$ cat src/rtl/seg_scan_ctrl.sv
// Time-multiplexed scan controller for a common-cathode 7-segment display.
// Drives one BCD code plus an active-low digit enable per slot, with blanking and a guard interval.
module seg_scan_ctrl #(
  parameter int unsigned NDIG  = 4,
  parameter int unsigned DIV   = 50000,
  parameter int unsigned GUARD = 1
) (
  input  logic            clk,
  input  logic            rst,
  input  logic            wr_en,
  input  logic [2:0]      wr_addr,
  input  logic [3:0]      wr_data,
  input  logic            blank_lz,
  output logic [3:0]      bcd_out,
  output logic [NDIG-1:0] dig_sel,
  output logic            frame_start
);

  localparam int unsigned CntW = $clog2(DIV);
  localparam int unsigned IdxW = $clog2(NDIG);

  logic [CntW-1:0] cnt_q, cnt_d;
  logic [IdxW-1:0] idx_q, idx_d;
  logic [3:0]      dreg_q [NDIG];
  logic [3:0]      dreg_d [NDIG];

  logic            slot_end;
  logic            in_guard;
  logic [NDIG-1:0] blanked;
  logic [3:0]      cur_val;
  logic            cur_blank;

  logic [3:0]      bcd_d;
  logic [NDIG-1:0] sel_d;
  logic            fs_d;

  // Slot prescaler and digit index.
  always_comb begin
    slot_end = (cnt_q == CntW'(DIV - 1));
    cnt_d    = slot_end ? '0 : cnt_q + CntW'(1);
    idx_d    = idx_q;
    if (slot_end) begin
      idx_d = (idx_q == IdxW'(NDIG - 1)) ? '0 : idx_q + IdxW'(1);
    end
  end

  // Out-of-range addresses match no register and are dropped.
  always_comb begin
    dreg_d = dreg_q;
    for (int i = 0; i < NDIG; i++) begin
      if (wr_en && (wr_addr == 3'(i))) begin
        dreg_d[i] = wr_data;
      end
    end
  end

  // A digit is leading-zero blanked when it and every more significant digit are zero.
  always_comb begin
    blanked = '0;
    for (int i = 0; i < NDIG; i++) begin
      logic all_zero;
      all_zero = 1'b1;
      for (int j = i; j < NDIG; j++) begin
        if (dreg_q[j] != 4'd0) begin
          all_zero = 1'b0;
        end
      end
      blanked[i] = (dreg_q[i] > 4'd9) || (blank_lz && (i != 0) && all_zero);
    end
  end

  always_comb begin
    cur_val   = '0;
    cur_blank = 1'b0;
    for (int i = 0; i < NDIG; i++) begin
      if (idx_q == IdxW'(i)) begin
        cur_val   = dreg_q[i];
        cur_blank = blanked[i];
      end
    end
  end

  always_comb begin
    in_guard = (32'(cnt_q) < GUARD);
    bcd_d    = cur_blank ? 4'd0 : cur_val;
    sel_d    = '1;
    if (!in_guard && !cur_blank) begin
      for (int i = 0; i < NDIG; i++) begin
        if (idx_q == IdxW'(i)) begin
          sel_d[i] = 1'b0;
        end
      end
    end
    fs_d = (idx_q == '0) && (cnt_q == '0);
  end

  always_ff @(posedge clk) begin
    if (rst) begin
      cnt_q <= '0;
      idx_q <= '0;
      for (int i = 0; i < NDIG; i++) begin
        dreg_q[i] <= '0;
      end
      bcd_out     <= '0;
      dig_sel     <= '1;
      frame_start <= 1'b0;
    end else begin
      cnt_q       <= cnt_d;
      idx_q       <= idx_d;
      dreg_q      <= dreg_d;
      bcd_out     <= bcd_d;
      dig_sel     <= sel_d;
      frame_start <= fs_d;
    end
  end

endmodule

$ cat config.mk
export PLATFORM = sky130hd
export DESIGN_NAME = seg_scan_ctrl
export DESIGN_NICKNAME = d
export VERILOG_FILES = /design/src/rtl/seg_scan_ctrl.sv
export SDC_FILE = /design/constraint.sdc
export NUM_CORES = 1
export LEC_CHECK = 0
export CORE_UTILIZATION = 49
export CTS_BUF_LIST = sky130_fd_sc_hd__clkbuf_8
export CTS_CLUSTER_SIZE = 8
export DETAILED_ROUTE_END_ITERATION = 12
export HOLD_SLACK_MARGIN = 0.02
export PLACE_DENSITY = 0.78
export SLEW_MARGIN = 20
export SYNTH_ARGS = -nofsm -noshare
export SYNTH_HDL_FRONTEND = slang
export SYNTH_SLANG_ARGS = --single-unit
$ cat constraint.sdc
create_clock -name clk -period 4.76 [get_ports clk]
set_clock_uncertainty 0.2 [all_clocks]
set_input_delay 0.952 -clock clk [delete_from_list [all_inputs] [get_ports clk]]
set_output_delay 0.952 -clock clk [all_outputs]
set_load 0.05 [all_outputs]
; Word level (Yosys, flattened, before mapping)
; Cells that the tools add are included.
[op_classes]
n_eq_ne = 7
muxes = 19
n_reduce_logical = 23
order_cmp = 5
bitwise = 1
n_addsub = 2
[ops]
columns = op, n
row1 = "adder 16 x 1 -> 16 bit, second input constant", 1
row2 = "== test 16 bit, second input constant", 1
row3 = "> comparator 4 bit, second input constant", 4
row4 = zero test 16 bit, 1
row5 = "less-than comparator 16 x 1 -> 1 bit, second input constant", 1
row6 = 2-to-1 mux 4 bit, 4
row7 = 2-to-1 mux 1 bit, 14
row8 = nonzero test 4 bit, 3
row9 = logical AND 1 bit, 9
row10 = "== test 3 x 2 -> 1 bit, second input constant", 2
row11 = OR reduction 2 bit, 3
row12 = "== test 2 bit, second input constant", 2
row13 = "== test 3 x 1 -> 1 bit, second input constant", 1
row14 = zero test 3 bit, 1
row15 = logical OR 1 bit, 3
row16 = "adder 2 x 1 -> 2 bit, second input constant", 1
row17 = "== test 2 x 1 -> 1 bit, second input constant", 1
row18 = zero test 1 bit, 2
row19 = zero test 2 bit, 1
row20 = 2-to-1 mux 2 bit, 1
row21 = inverter 1 bit, 1
[word_totals]
inputBits = 11
wordCells = 66
ff_bits = 43

; Logic depth before layout (Yosys ltp)
; Gate-level depths: netlist of the first run.
[logic_depth]
depth_word = 13
mapped_depth = 7

; Worst setup path before layout of the first run
; Ideal clock, no wire load.
[synth_path]
path_kind = input to register
from = input blank_lz
to = register bcd_out[0]
cell_stages = 4
setup_slack_ns = 2.003
arrival_ns = 2.406
n_path_buf = 0
cell_sequence = or4b_1 > or4_1 > a311oi_2 > nor3_1
[synth_between]
elab_chain_cells = 6
[synth_rtl]
columns = item, line
row1 = "start, declared", 13  ; input logic blank_lz,
row2 = logical AND 1 bit, 68  ; blanked[i] = (dreg_q[i] > 4'd9) || (blank_lz && (i != 0) && all_zero);
row3 = logical OR 1 bit, 68
row4 = 2-to-1 mux 1 bit (2 in a row), 76  ; if (idx_q == IdxW'(i)) begin
row5 = 2-to-1 mux 1 bit *, 76
row6 = OR reduction 2 bit (no line) *, n/a
row7 = "end signal, assigned", 104  ; bcd_out <= '0;
row8 = "end signal, assigned", 111  ; bcd_out <= bcd_d;
row9 = "end, declared", 14  ; output logic [3:0] bcd_out,
; Every way passes the cells marked *; elsewhere a longest branch is shown, timed or not.
; A chain may end at the register's enable or synchronous reset.

; Final worst setup path of the first run
; Same ends and word-level chain as after synthesis.

==> results of run 1 <==
[routing by layer]
metal | track usage [%] | vias to the layer above
li1 | - | 838
met1 | 27.5 | 772
met2 | 33.0 | 47
met3 | 4.69 | 8
met4 | 9.51 | 0
met5 | 0 | -
[path summary, 6_finish.rpt]
check,from,endpoint,cells after the start
worst max-delay path,blank_lz,bcd_out[0],5
worst min-delay path,cnt_q[0],cnt_q[0],1
worst max register to register,idx_q[0],bcd_out[0],5
worst min register to register,cnt_q[0],cnt_q[0],1
[worst max-delay path, delay by kind of cell]
family | cells | cell delay, ns
AND/OR/NAND/NOR | 3 | 1.11
AO/OA/AOI/OAI | 1 | 0.48
buffers and inverters | 1 | 0.47
[registers in the layout, summed over array words and instances (netlist names)]
name / count
frame_start: 1
cnt_q: 16
dreg_q: 16
bcd_out: 4
idx_q: 2
dig_sel: 4
[logic make-up (layout without fill, tap and decap cells)]
kind of cell	count (synthesis)	count (layout)	synth area share, %
flops	43	43	43.7
simple gates	94	94	25.8
xor+xnor	10	10	4.45
fa+ha+maj	6	6	3.81
buf+inv	20	40	4.00
mux	12	12	6.10
compound gates	39	39	12.1
[layout make-up]
cell class | count | area [um2] | area share, %
well taps | 48 | 60.1 | 2.60
repair buffers | 20 | 198 | 8.57
flip-flops and latches | 43 | 861 | 37.3
clock inverters | 1 | 3.75 | 0.163
multi-input cells | 161 | 1040 | 45.2
inverters | 12 | 45.0 | 1.95
clock buffers | 7 | 96.3 | 4.18
[through the flow]
stage / cell area [um2] / setup slack [ns] / hold slack (ns) / power, uW
floorplan: 1970 / 2.00 / 0.241 / 412
CTS: 2290 / 1.70 / 0.284 / 679
detailed placement: 2190 / 1.40 / 0.266 / 433
global route: 2310 / 1.57 / 0.314 / 699
global placement: 2190 / 1.42 / 0.259 / 432
finish: 2310 / 1.68 / 0.277 / 672
[cells in the final DEF, fill, tap and decap left out, drive strengths merged]
master         netlist  routed
nand4bb              1       1
nor3                 6       6
nand3b               4       4
ha                   6       6
and4                 1       1
nor4bb               2       2
mux2i               12      12
nor4b                1       1
o21ai               10      10
xor2                 5       5
o311ai               1       1
o31ai                1       1
and3                 3       3
o21bai               1       1
a221oi               1       1
a21oi               18      18
or3                  2       2
nor2                34      34
o211ai               1       1
inv                 12      13
a22oi                3       3
or4b                 4       4
clkbuf               6       7
buf                  2       1
nand4                5       5
clkdlybuf4s50        0      19
nor4                 4       4
a311oi               1       1
a31oi                1       1
nand3                8       8
nand4b               1       1
nand2               10      10
dfxtp               43      43
or2                  2       2
xnor2                5       5
or4                  6       6
o311a                1       1
[report_power, final]
group	internal (uW)	switching (uW)
logic	23.4	29.9
clock network	130	116
registers	367	5.76
total	520	152
==> results.json, run 1 <==
{
  "gp_congestion": 0.897,
  "ys_types": 39,
  "hp-class": "reg2reg",
  "synth_nets": 241,
  "clk_pin_slew_ns": 0.08,
  "grt_pass1_vias": 1509,
  "final_core_util_pct": 61.6,
  "postCtsHoldBufs": 0,
  "tightest_slew_ns": 0.915,
  "syn_area_mm2": 0.00197,
  "yosysTopAreaCell": "dfxtp_1",
  "avgViaCountPerCell": 5.70,
  "diodes": 0,
  "critPathMaxStageDelay_ns": 0.53,
  "wl_met2_mm": 1.73,
  "fin_crit_ns": 3.08,
  "period_share_pct": 64.6,
  "grt-ovfl-total": 0,
  "ys.warnings.count": 0,
  "power_density_mw_per_mm2": 292,
  "reg2reg_slack_ns": 1.99,
  "die_w_um": 65.4,
  "wl_per_cell_um": 13.5,
  "drtPass1Iterations": 4,
  "drive_above_1_share_pct": 7.38,
  "synth_edf_count": 0,
  "cts_inserted_buffers": 5,
  "fmaxAchievable_ghz": 0.325,
  "instances_no_fill": 292,
  "slew_violations": 0,
  "async_flop_share_pct": 0,
  "dp.cells": 284,
  "grt_first_pass_wirelength_mm": 6.82,
  "criticalPathCategory": "in2reg",
  "required_ns": 4.71,
  "synth_common_cells": "43 x dfxtp_1, 34 x nor2_1, 18 x a21oi_1, 12 x inv_1, 12 x mux2i_1",
  "postCtsSetupBuffers": 0,
  "nFillCells": 347,
  "antenna_left": 0,
  "path_cells": "clkdlybuf4s50_1 > or4b_1 > or4_1 > a311oi_2 > nor3_1",
  "nNetsFinal": 260,
  "core-area_mm2": 0.00374,
  "slew_headroom_pct": 38.2,
  "route.met3.wl_um": 165,
  "tritoncts": "built",
  "setup_viol": 0,
  "top_layer": "met4",
  "synth_area_leaders": "dfxtp_1 44%, nor2_1 6.5%, mux2i_1 6.1%, a21oi_1 4.6%, ha_1 3.8%",
  "arrival_ns": 3.02,
  "grt_start_max_net_pins": 21,
  "ys_seq_area_share_pct": 43.7,
  "cp-start-kind": "input port",
  "end_kind": "flip-flop",
  "setup_tns_ns": 0,
  "pin_count": 20,
  "clk_path_buf_depth": 2,
  "wl_met1_mm": 1.97,
  "netlist_instances": 224,
  "first_iter_violations": 84,
  "die_h_um": 65.4,
  "rows": 22,
  "yosysMostFrequentCell": "dfxtp_1",
  "vdd_drop_max_mv": 0.185,
  "hold_violations": 0,
  "clk_latency_ns": 0.29,
  "rsz0062_at_grt": "no",
  "p_leak_uw": 0.000837,
  "cts_resized": 0,
  "avgSynthCellArea_um2": 8.79,
  "antenna_found_initial": 0,
  "grt_use_total_pct": 21.1,
  "start_util_pct": 52.6,
  "clock_sinks": 43,
  "drc": 0,
  "maxCapViolCount": 0,
  "yosys_register_bits": 43,
  "clock-root-buffer": "clkbuf_8",
  "vias": 1665,
  "area_growth_pct": 17.1,
  "htreeDepth": 2,
  "worstPathMaxFanout": 7,
  "drt_wl_total_mm": 3.95,
  "status": "finished clean",
  "synth_top_cell_area_share_pct": 43.7,
  "synth_flop_cell": "dfxtp_1",
  "die_area_mm2": 0.00428,
  "hpwl_mm": 2.81,
  "portBuffers": 19,
  "crit_slowest_cell": "or4_1"
}
Note: power is estimated with default switching activity, not from simulation.
==> inputs of run 2 (changes only) <==
clock period = 3.19 ns   (was 4.76 ns; I/O delays follow)
==> run 2 against run 1 <==
Critical endpoint is now bcd_out[1]. Critical path type unchanged. Via count increased by 1.1%. Combinational power increased by 52%. Non-clock buffer count increased by 4. Clock power increased by 40%. Total power increased by 46%. Global-route usage increased by 1.3 points. Worst hold slack improved by 0.0017 ns.
==> results.json, run 2 (synthesized netlist as in run 1, its figures left out) <==
{
  "antenna_found_initial": 0,
  "place_ws_ns": 0.122,
  "vdd_drop_max_mv": 0.220,
  "core-area_mm2": 0.00374,
  "htreeDepth": 2,
  "vias": 1684,
  "arrival_ns": 2.74,
  "first_iter_violations": 130,
  "fin_crit_ns": 2.77,
  "p_leak_uw": 0.000847,
  "pin_count": 20,
  "grt_first_pass_wirelength_mm": 7.27,
  "clk_pin_slew_ns": 0.08,
  "setup_slack_ns": 0.418,
  "crit_slowest_cell": "or4_1",
  "required_ns": 3.16,
  "cts_inserted_buffers": 5,
  "grt_pass1_vias": 1571,
  "slew_headroom_pct": 56.9,
  "rows": 22,
  "hp-class": "reg2reg",
  "end_kind": "flip-flop",
  "postCtsSetupBuffers": 0,
  "maxCapViolCount": 0,
  "nFillCells": 357,
  "grt-ovfl-total": 0,
  "rr_worst_depth": 5,
  "area_growth_pct": 17.3,
  "clk_path_buf_depth": 2,
  "die_w_um": 65.4,
  "grt_start_max_net_pins": 20,
  "portBuffers": 19,
  "period_share_pct": 86.9,
  "antenna_left": 0,
  "gp_congestion": 0.842,
  "hpwl_mm": 2.89,
  "top_regs": "cnt_q (16), dreg_q (16)",
  "critPathMaxStageDelay_ns": 0.54,
  "postCtsHoldBufs": 0,
  "power_density_mw_per_mm2": 426,
  "cts_resized": 0,
  "drive_above_1_share_pct": 8.10,
  "die_h_um": 65.4,
  "final_common_cell": "dfxtp_1",
  "drc": 0,
  "tritoncts": "built",
  "nNetsFinal": 264,
  "avgViaCountPerCell": 5.71,
  "drtPass1Iterations": 4,
  "path_cells": "clkdlybuf4s50_1 > or4b_1 > or4_1 > a311oi_2 > nor3_1",
  "seq_area_um2": 861,
  "clock_sinks": 43,
  "tightest_slew_ns": 0.647,
  "rsz0062_at_grt": "no",
  "clock-root-buffer": "clkbuf_8",
  "worstPathMaxFanout": 7,
  "cp-start-kind": "input port",
  "diodes": 0,
  "clk_latency_ns": 0.29,
  "hold_violations": 0,
  "criticalPathCategory": "in2reg",
  "start_util_pct": 52.6,
  "status": "finished clean",
  "wl_per_cell_um": 14.0,
  "fmaxAchievable_ghz": 0.361,
  "worstHoldPathCells": 1,
  "setup_tns_ns": 0,
  "multi_input_area_mm2": 0.00103,
  "slew_violations": 0,
  "grt_use_total_pct": 22.4,
  "final_cell_mix": "43 x dfxtp_1, 34 x nor2_1, 19 x clkdlybuf4s50_1",
  "setup_viol": 0,
  "die_area_mm2": 0.00428,
  "drt_wl_total_mm": 4.12
}
## run 2: cell count changes in the layout (fill, tap and decap cells not counted)
cell and change:
buf_4 +4, clkbuf_8 -1, clkinv_2 +1, inv_1 -1, nor4b_1 +1, nor4b_2 -1
nor4bb_1 +1, nor4bb_2 -1
## run 2: worst max-delay path, delay by kind of cell
family,cells,cell delay (ns)
AND/OR/NAND/NOR,3,1.13
buffers and inverters,1,0.48
AO/OA/AOI/OAI,1,0.49
## run 2: per-layer routing
metal	share of wire (%)	vias up	track usage (%)
met5	0	-	0
met4	1.5	0	8.70
met3	7.0	8	6.08
met2	45	54	34.0
met1	47	775	29.9
li1	-	847	-
## run 2: metrics by stage
| stage | hold slack (ns) | area, um2 | power [uW] | utilization (%) | instances |
|---|---|---|---|---|---|
| after detailed placement | 0.266 | 2220 | 649 | 59.4 | 288 |
| after floorplan | 0.241 | 1970 | 614 | - | 224 |
| final | 0.279 | 2310 | 984 | 61.7 | 295 |
| after global routing | 0.347 | 2310 | 1030 | 61.7 | 295 |
| after global placement | 0.256 | 2220 | 648 | 59.4 | 288 |
| after CTS | 0.284 | 2310 | 991 | 61.7 | 295 |
## run 2: layout make-up
type / instances / share of cell area [%]
clock inverter: 1 / 0.217
multi-input combinational: 161 / 44.6
clock buffer: 6 / 3.57
inverter: 12 / 1.95
tap: 48 / 2.60
sequential: 43 / 37.2
timing repair buffer: 24 / 9.85
## run 2: path summary, 6_finish.rpt
path	start	slack, ns	end
worst max-delay path	blank_lz	0.42	bcd_out[1]
worst min-delay path	cnt_q[0]	0.28	cnt_q[0]
worst max register to register	idx_q[0]	0.47	bcd_out[1]
worst min register to register	cnt_q[0]	0.28	cnt_q[0]
## run 2: power by group
group          internal [uW]  switching [uW]  total, uW
Clock                    170             177        347
Combinational           36.5            44.4       80.9
Sequential               547            8.86        556
